--- src/rtl/mod_exp_if.sv ---
// mod_exp_if: start/operand/result handshake bundle between a requester and the mod_exp engine
interface mod_exp_if #(parameter int WIDTH = 16);
   logic ready_in;
   logic [WIDTH-1:0] base_in;
   logic [WIDTH-1:0] exponent_in;
   logic [WIDTH-1:0] modulus_in;
   logic [WIDTH-1:0] result_out;
   logic busy_out;
   logic valid_out;
   logic error_out;
   modport master (output ready_in, base_in, exponent_in, modulus_in,
                   input result_out, busy_out, valid_out, error_out);
   modport slave (input ready_in, base_in, exponent_in, modulus_in,
                  output result_out, busy_out, valid_out, error_out);
endinterface

--- src/rtl/mod_exp.sv ---
// mod_exp: base^exponent mod modulus, MSB-first square-and-multiply over a bit-serial interleaved modular multiplier; MOD_EXP_CONSTANT_TIME_EN forces a multiply for every exponent bit
module mod_exp #(parameter int WIDTH = 16) (
   input logic clk_in,
   input logic rst_in,
   mod_exp_if.slave bus
);
   localparam int CW = $clog2(WIDTH);
   localparam logic [CW-1:0] TOP = CW'(WIDTH - 1);
   typedef enum logic [2:0] {IDLE, REDUCE, SQR, MUL, DONE} state_t;
   state_t state;
   logic [WIDTH-1:0] base, expo, modulus, acc, b_red, result, a_op, b_op;
   logic [WIDTH+1:0] p, s0, s1, s2, m_ext, addend;
   logic [CW-1:0] cnt, idx;
   logic err, busy, valid, error, last, take;
   assign bus.result_out = result;
   assign bus.busy_out = busy;
   assign bus.valid_out = valid;
   assign bus.error_out = error;
   // one multiplier bit step: shift-add, then at most two conditional subtractions keep P below m
   always_comb begin
      a_op = state == REDUCE ? base : acc;
      b_op = state == REDUCE ? WIDTH'(1) : state == SQR ? acc : b_red;
      m_ext = {2'b00, modulus};
      addend = a_op[cnt] ? {2'b00, b_op} : '0;
      s0 = (p << 1) + addend;
      s1 = s0 >= m_ext ? s0 - m_ext : s0;
      s2 = s1 >= m_ext ? s1 - m_ext : s1;
      last = idx == '0;
      take = expo[idx];
   end
   // control sequence and datapath registers; every compute state spends WIDTH cycles per multiply
   always_ff @(posedge clk_in or posedge rst_in) begin
      if (rst_in) begin
         state <= IDLE;
         base <= '0;
         expo <= '0;
         modulus <= '0;
         acc <= '0;
         b_red <= '0;
         result <= '0;
         p <= '0;
         cnt <= '0;
         idx <= '0;
         err <= 1'b0;
         busy <= 1'b0;
         valid <= 1'b0;
         error <= 1'b0;
      end else begin
         case (state)
            IDLE: begin
               valid <= 1'b0;
               error <= 1'b0;
               if (bus.ready_in) begin
                  base <= bus.base_in;
                  expo <= bus.exponent_in;
                  modulus <= bus.modulus_in;
                  busy <= 1'b1;
                  err <= bus.modulus_in == '0;
                  p <= '0;
                  cnt <= TOP;
                  state <= bus.modulus_in == '0 ? DONE : REDUCE;
               end
            end
            REDUCE, SQR, MUL: begin
               p <= cnt == '0 ? '0 : s2;
               cnt <= cnt == '0 ? TOP : cnt - 1'b1;
               if (cnt == '0) begin
                  if (state == REDUCE) begin
                     b_red <= s2[WIDTH-1:0];
                     acc <= modulus == WIDTH'(1) ? '0 : WIDTH'(1);
                     idx <= TOP;
                     state <= SQR;
                  end else if (state == SQR) begin
                     acc <= s2[WIDTH-1:0];
`ifdef MOD_EXP_CONSTANT_TIME_EN
                     state <= MUL;
`else
                     if (take) state <= MUL;
                     else begin
                        idx <= idx - 1'b1;
                        state <= last ? DONE : SQR;
                     end
`endif
                  end else begin
                     if (take) acc <= s2[WIDTH-1:0];
                     idx <= idx - 1'b1;
                     state <= last ? DONE : SQR;
                  end
               end
            end
            default: begin
               result <= err ? '0 : acc;
               valid <= 1'b1;
               error <= err;
               busy <= 1'b0;
               state <= IDLE;
            end
         endcase
      end
   end
endmodule

--- src/flat_wrapper.sv ---
// flat-port wrapper written by rule: the top's interface ports become plain ports
module mod_exp_flat 
#(parameter int WIDTH = 16)
  (clk_in, rst_in, bus_ready_in, bus_base_in, bus_exponent_in, bus_modulus_in, bus_result_out, bus_busy_out, bus_valid_out, bus_error_out);
  mod_exp_if #(.WIDTH(WIDTH)) bus_i ();
  input logic clk_in;
  input logic rst_in;
  input wire logic [$bits(bus_i.ready_in)-1:0] bus_ready_in;
  input wire logic [$bits(bus_i.base_in)-1:0] bus_base_in;
  input wire logic [$bits(bus_i.exponent_in)-1:0] bus_exponent_in;
  input wire logic [$bits(bus_i.modulus_in)-1:0] bus_modulus_in;
  output wire logic [$bits(bus_i.result_out)-1:0] bus_result_out;
  output wire logic [$bits(bus_i.busy_out)-1:0] bus_busy_out;
  output wire logic [$bits(bus_i.valid_out)-1:0] bus_valid_out;
  output wire logic [$bits(bus_i.error_out)-1:0] bus_error_out;
  assign bus_i.ready_in = bus_ready_in;
  assign bus_i.base_in = bus_base_in;
  assign bus_i.exponent_in = bus_exponent_in;
  assign bus_i.modulus_in = bus_modulus_in;
  assign bus_result_out = bus_i.result_out;
  assign bus_busy_out = bus_i.busy_out;
  assign bus_valid_out = bus_i.valid_out;
  assign bus_error_out = bus_i.error_out;
  mod_exp #(.WIDTH(WIDTH)) u_core (.clk_in(clk_in), .rst_in(rst_in), .bus(bus_i));
endmodule
--- config.mk ---
export PLATFORM = sky130hd
export DESIGN_NAME = mod_exp_flat
export DESIGN_NICKNAME = d
export VERILOG_FILES = /design/src/rtl/mod_exp_if.sv /design/src/rtl/mod_exp.sv /design/src/flat_wrapper.sv
export SDC_FILE = /design/constraint.sdc
export NUM_CORES = 1
export LEC_CHECK = 0
export ABC_CLOCK_PERIOD_IN_PS = 11100
export CORE_MARGIN = 3
export CORE_UTILIZATION = 45
export DETAILED_ROUTE_END_ITERATION = 8
export GPL_ROUTABILITY_DRIVEN = 0
export HOLD_SLACK_MARGIN = 0.06
export PLACE_DENSITY_LB_ADDON = 0.08
export SYNTH_ARGS = -nofsm -noshare
export SYNTH_HDL_FRONTEND = slang
export SYNTH_SLANG_ARGS = --single-unit
--- constraint.sdc ---
create_clock -name clk_in -period 11.1 [get_ports clk_in]
set_input_delay 1.665 -clock clk_in [delete_from_list [all_inputs] [get_ports clk_in]]
set_output_delay 1.665 -clock clk_in [all_outputs]
set_load 0.005 [all_outputs]
==> out/summary.txt <==
Status = completed
Synth area leaders = dfrtp_1 39%, nand2_1 9.8%, ha_1 7.6%
Total GRT Usage = 0.224
Met3 routed wirelength = 1260 microns
Layout Nets = 1072
Total gr overflow = 0
Slew Limit Fails = 0
Initial Util = 0.469
Total of max-cap violations = 0
Average via count per standard cell = 5.67
Clock insertion delay at the later pin of the skew report = 420 ps
Setup Fix Bufs, Post-CTS = 0
DP Area = 9100 sq um
Die Wd = 141 microns
Startpoint Class = flop
# setup viols final = 0
Ant. Diodes = 0
Yosys cell types = 64
Via count = 6841
Synth async-reset ratio = 1.00
Setup TNS = 0 ps
Placement Rows = 48
DR pass1 iterations = 5
Largest net degree at the start of global routing = 77
Crit-path max cell delay = 690 ps
WS Path Type = flop to flop
CTS H-tree depth = 4
Fin worst setup slack = 826 ps
Unrepaired setup endpoints after global routing = no
Hold_buf cts = 0
Core Box Area = 17600 sq um
Mapped cell area = 8250 sq um
Hold Path Class = flop to flop
Fin Clk Skew = 12.5 ps
Sequential fraction of the synthesis area = 0.388
Top layer in use = met4
Worst EP arrival = 10570 ps
Synthesized area per cell = 9.02 sq um
M1 WL = 10600 microns
Remaining antenna violation count = 0
First-pass GRT wire length = 35400 microns
Max transition margin = 0.328
Wire length per cell = 18.3 microns
Synthesized flop and latch total = 128
WL met2 = 9920 microns
Final Cell Area = 9700 sq um
Initial DRC count = 465
Die height = 141 microns
DP Wirelength = 16600 microns
R2r setup slk = 830 ps
Root buf cell = clkbuf_16
Top-area cell type share of the netlist area = 0.388
CP required = 11400 ps
Worst Path Max Fanout = 16
Fraction of layout cells with a size suffix above 1 = 0.101
Ports = 70
Syn Nets = 1019
Fmax = 97.3 MHz
Clk sinks = 128
Post-synth EDFFs = 0
Drt drc = 0
Crit path top cell by count = a21oi_1
Initial antenna violation count = 0
WL final = 22100 microns
Final min period = 10270 ps
Worst Tran Pin Value = 1010 ps
Die ar. = 20000 sq um
YS warnings = 0
Slowest cell on crit path = nand2b_1
TritonCTS clock tree = done
Tcrit/Tclk final = 0.926
Max clock buf depth = 2
Ys flop type = dfrtp_1
Final Hold Viols = 0
DP Worst Slack = 983 ps
IO buf count = 69
Critical path endpoint category = flop
Vias in the first global route = 6585
Area grow syn2layout = 17.6%
Clock slew seen by the registers of the worst setup and hold paths = 60 ps
Yosys top cell by area = dfrtp_1
Mapped Cells = 915
CTS Buf Count = 17
Cts repair resizes = 0
==> cells by family (layout without fill, tap and decap cells) <==
group / count (synthesis) / after routing / share of synthesized area
AOI/OAI and AO/OA: 239 / 239 / 0.184
DFF: 128 / 128 / 0.388
muxes: 49 / 49 / 0.0869
adders and majority gates: 53 / 53 / 0.0831
buffers and inverters: 91 / 157 / 0.0453
xor gates and xnor gates: 43 / 43 / 0.0456
and+or+nand+nor: 312 / 312 / 0.167
==> synth_stat cells, types with 8 or more instances <==
library cell / n
a21o_1: 16
a21oi_1: 60
a22o_1: 16
clkbuf_1: 27
dfrtp_1: 128
ha_1: 50
inv_1: 50
mux2_2: 23
mux2i_1: 9
mux4_2: 15
nand2_1: 215
nand2b_1: 8
nand3_1: 10
nor2_1: 23
nor3_1: 8
nor4_1: 9
o21ai_0: 69
o22ai_1: 16
xnor2_1: 30
xor2_1: 13
==> worst max-delay path, delay by kind of cell, from the launching register on <==
family                   cells  cell delay (ps)
multiplexers                 6             2300
AND/OR/NAND/NOR              7             2710
AO/OA/AOI/OAI               15             2780
adder cells (fa/ha/maj)      5             1620
buffers and inverters        1               90
XOR/XNOR                     1              200
flip-flops                   1              420
==> flip-flops by register name (all words and copies together), names as in the netlist <==
| signal | count |
|---|---|
| u_core.p | 17 |
| u_core.acc | 16 |
| u_core.b_red | 16 |
| u_core.base | 16 |
| u_core.bus.result_out | 16 |
| u_core.expo | 16 |
| u_core.modulus | 16 |
| u_core.cnt | 4 |
| u_core.idx | 4 |
| u_core.state | 3 |
| u_core.bus.busy_out | 1 |
| u_core.bus.error_out | 1 |
| u_core.bus.valid_out | 1 |
| u_core.err | 1 |
==> per-stage QoR <==
stage | util | hold WS, ps | cells
floorplan | - | 440 | 915
global placement | 0.517 | 456 | 1174
detailed placement | 0.517 | 461 | 1174
CTS | 0.551 | 475 | 1206
global route | 0.551 | 487 | 1206
finish | 0.551 | 471 | 1206
==> placed cells by master (no fill, tap or decap), types with 8 or more instances in the layout <==
| cell | netlist | layout |
|---|---|---|
| ha_1 | 50 | 50 |
| nor2_1 | 23 | 23 |
| xor2_1 | 13 | 13 |
| mux2i_1 | 9 | 9 |
| o22ai_1 | 16 | 16 |
| a21oi_1 | 60 | 60 |
| mux2_2 | 23 | 23 |
| mux4_2 | 15 | 15 |
| clkbuf_16 | 0 | 17 |
| nand2_1 | 215 | 215 |
| a22o_1 | 16 | 16 |
| clkdlybuf4s50_1 | 0 | 69 |
| xnor2_1 | 30 | 30 |
| inv_1 | 50 | 49 |
| nand3_1 | 10 | 10 |
| dfrtp_1 | 128 | 128 |
| nor4_1 | 9 | 9 |
| nor3_1 | 8 | 8 |
| nand2b_1 | 8 | 8 |
| o21ai_0 | 69 | 69 |
| a21o_1 | 16 | 16 |
==> worst paths after layout <==
kind / startpoint / to / depth (start not counted)
hold / removal: u_core.expo[4] / u_core.expo[4] / 2
setup reg to reg: u_core.state[1] / u_core.b_red[12] / 35
max in group asynchronous: rst_in / u_core.p[11] / 3
hold reg to reg: u_core.expo[4] / u_core.expo[4] / 2
min in group asynchronous: rst_in / u_core.expo[15] / 2
setup / recovery: u_core.state[1] / u_core.b_red[12] / 35
==> routing by layer <==
metal,GRT usage,vias to the layer above
li1,-,3325
met1,0.327,3309
met2,0.344,184
met3,0.0455,23
met4,0.0545,0
met5,0,-
==> layout make-up <==
| type | count | area [sq um] |
|---|---|---|
| inverters | 50 | 190 |
| fillers | 1616 | 7900 |
| well taps | 225 | 282 |
| clock inverters | 14 | 156 |
| flip-flops and latches | 128 | 3200 |
| repair buffers | 75 | 736 |
| clock buffers | 18 | 439 |
| multi-input cells | 696 | 4690 |
Power is left out: the tool's default activity adds up to more than one toggle a clock period on the data nets, which glitch-free logic cannot reach.
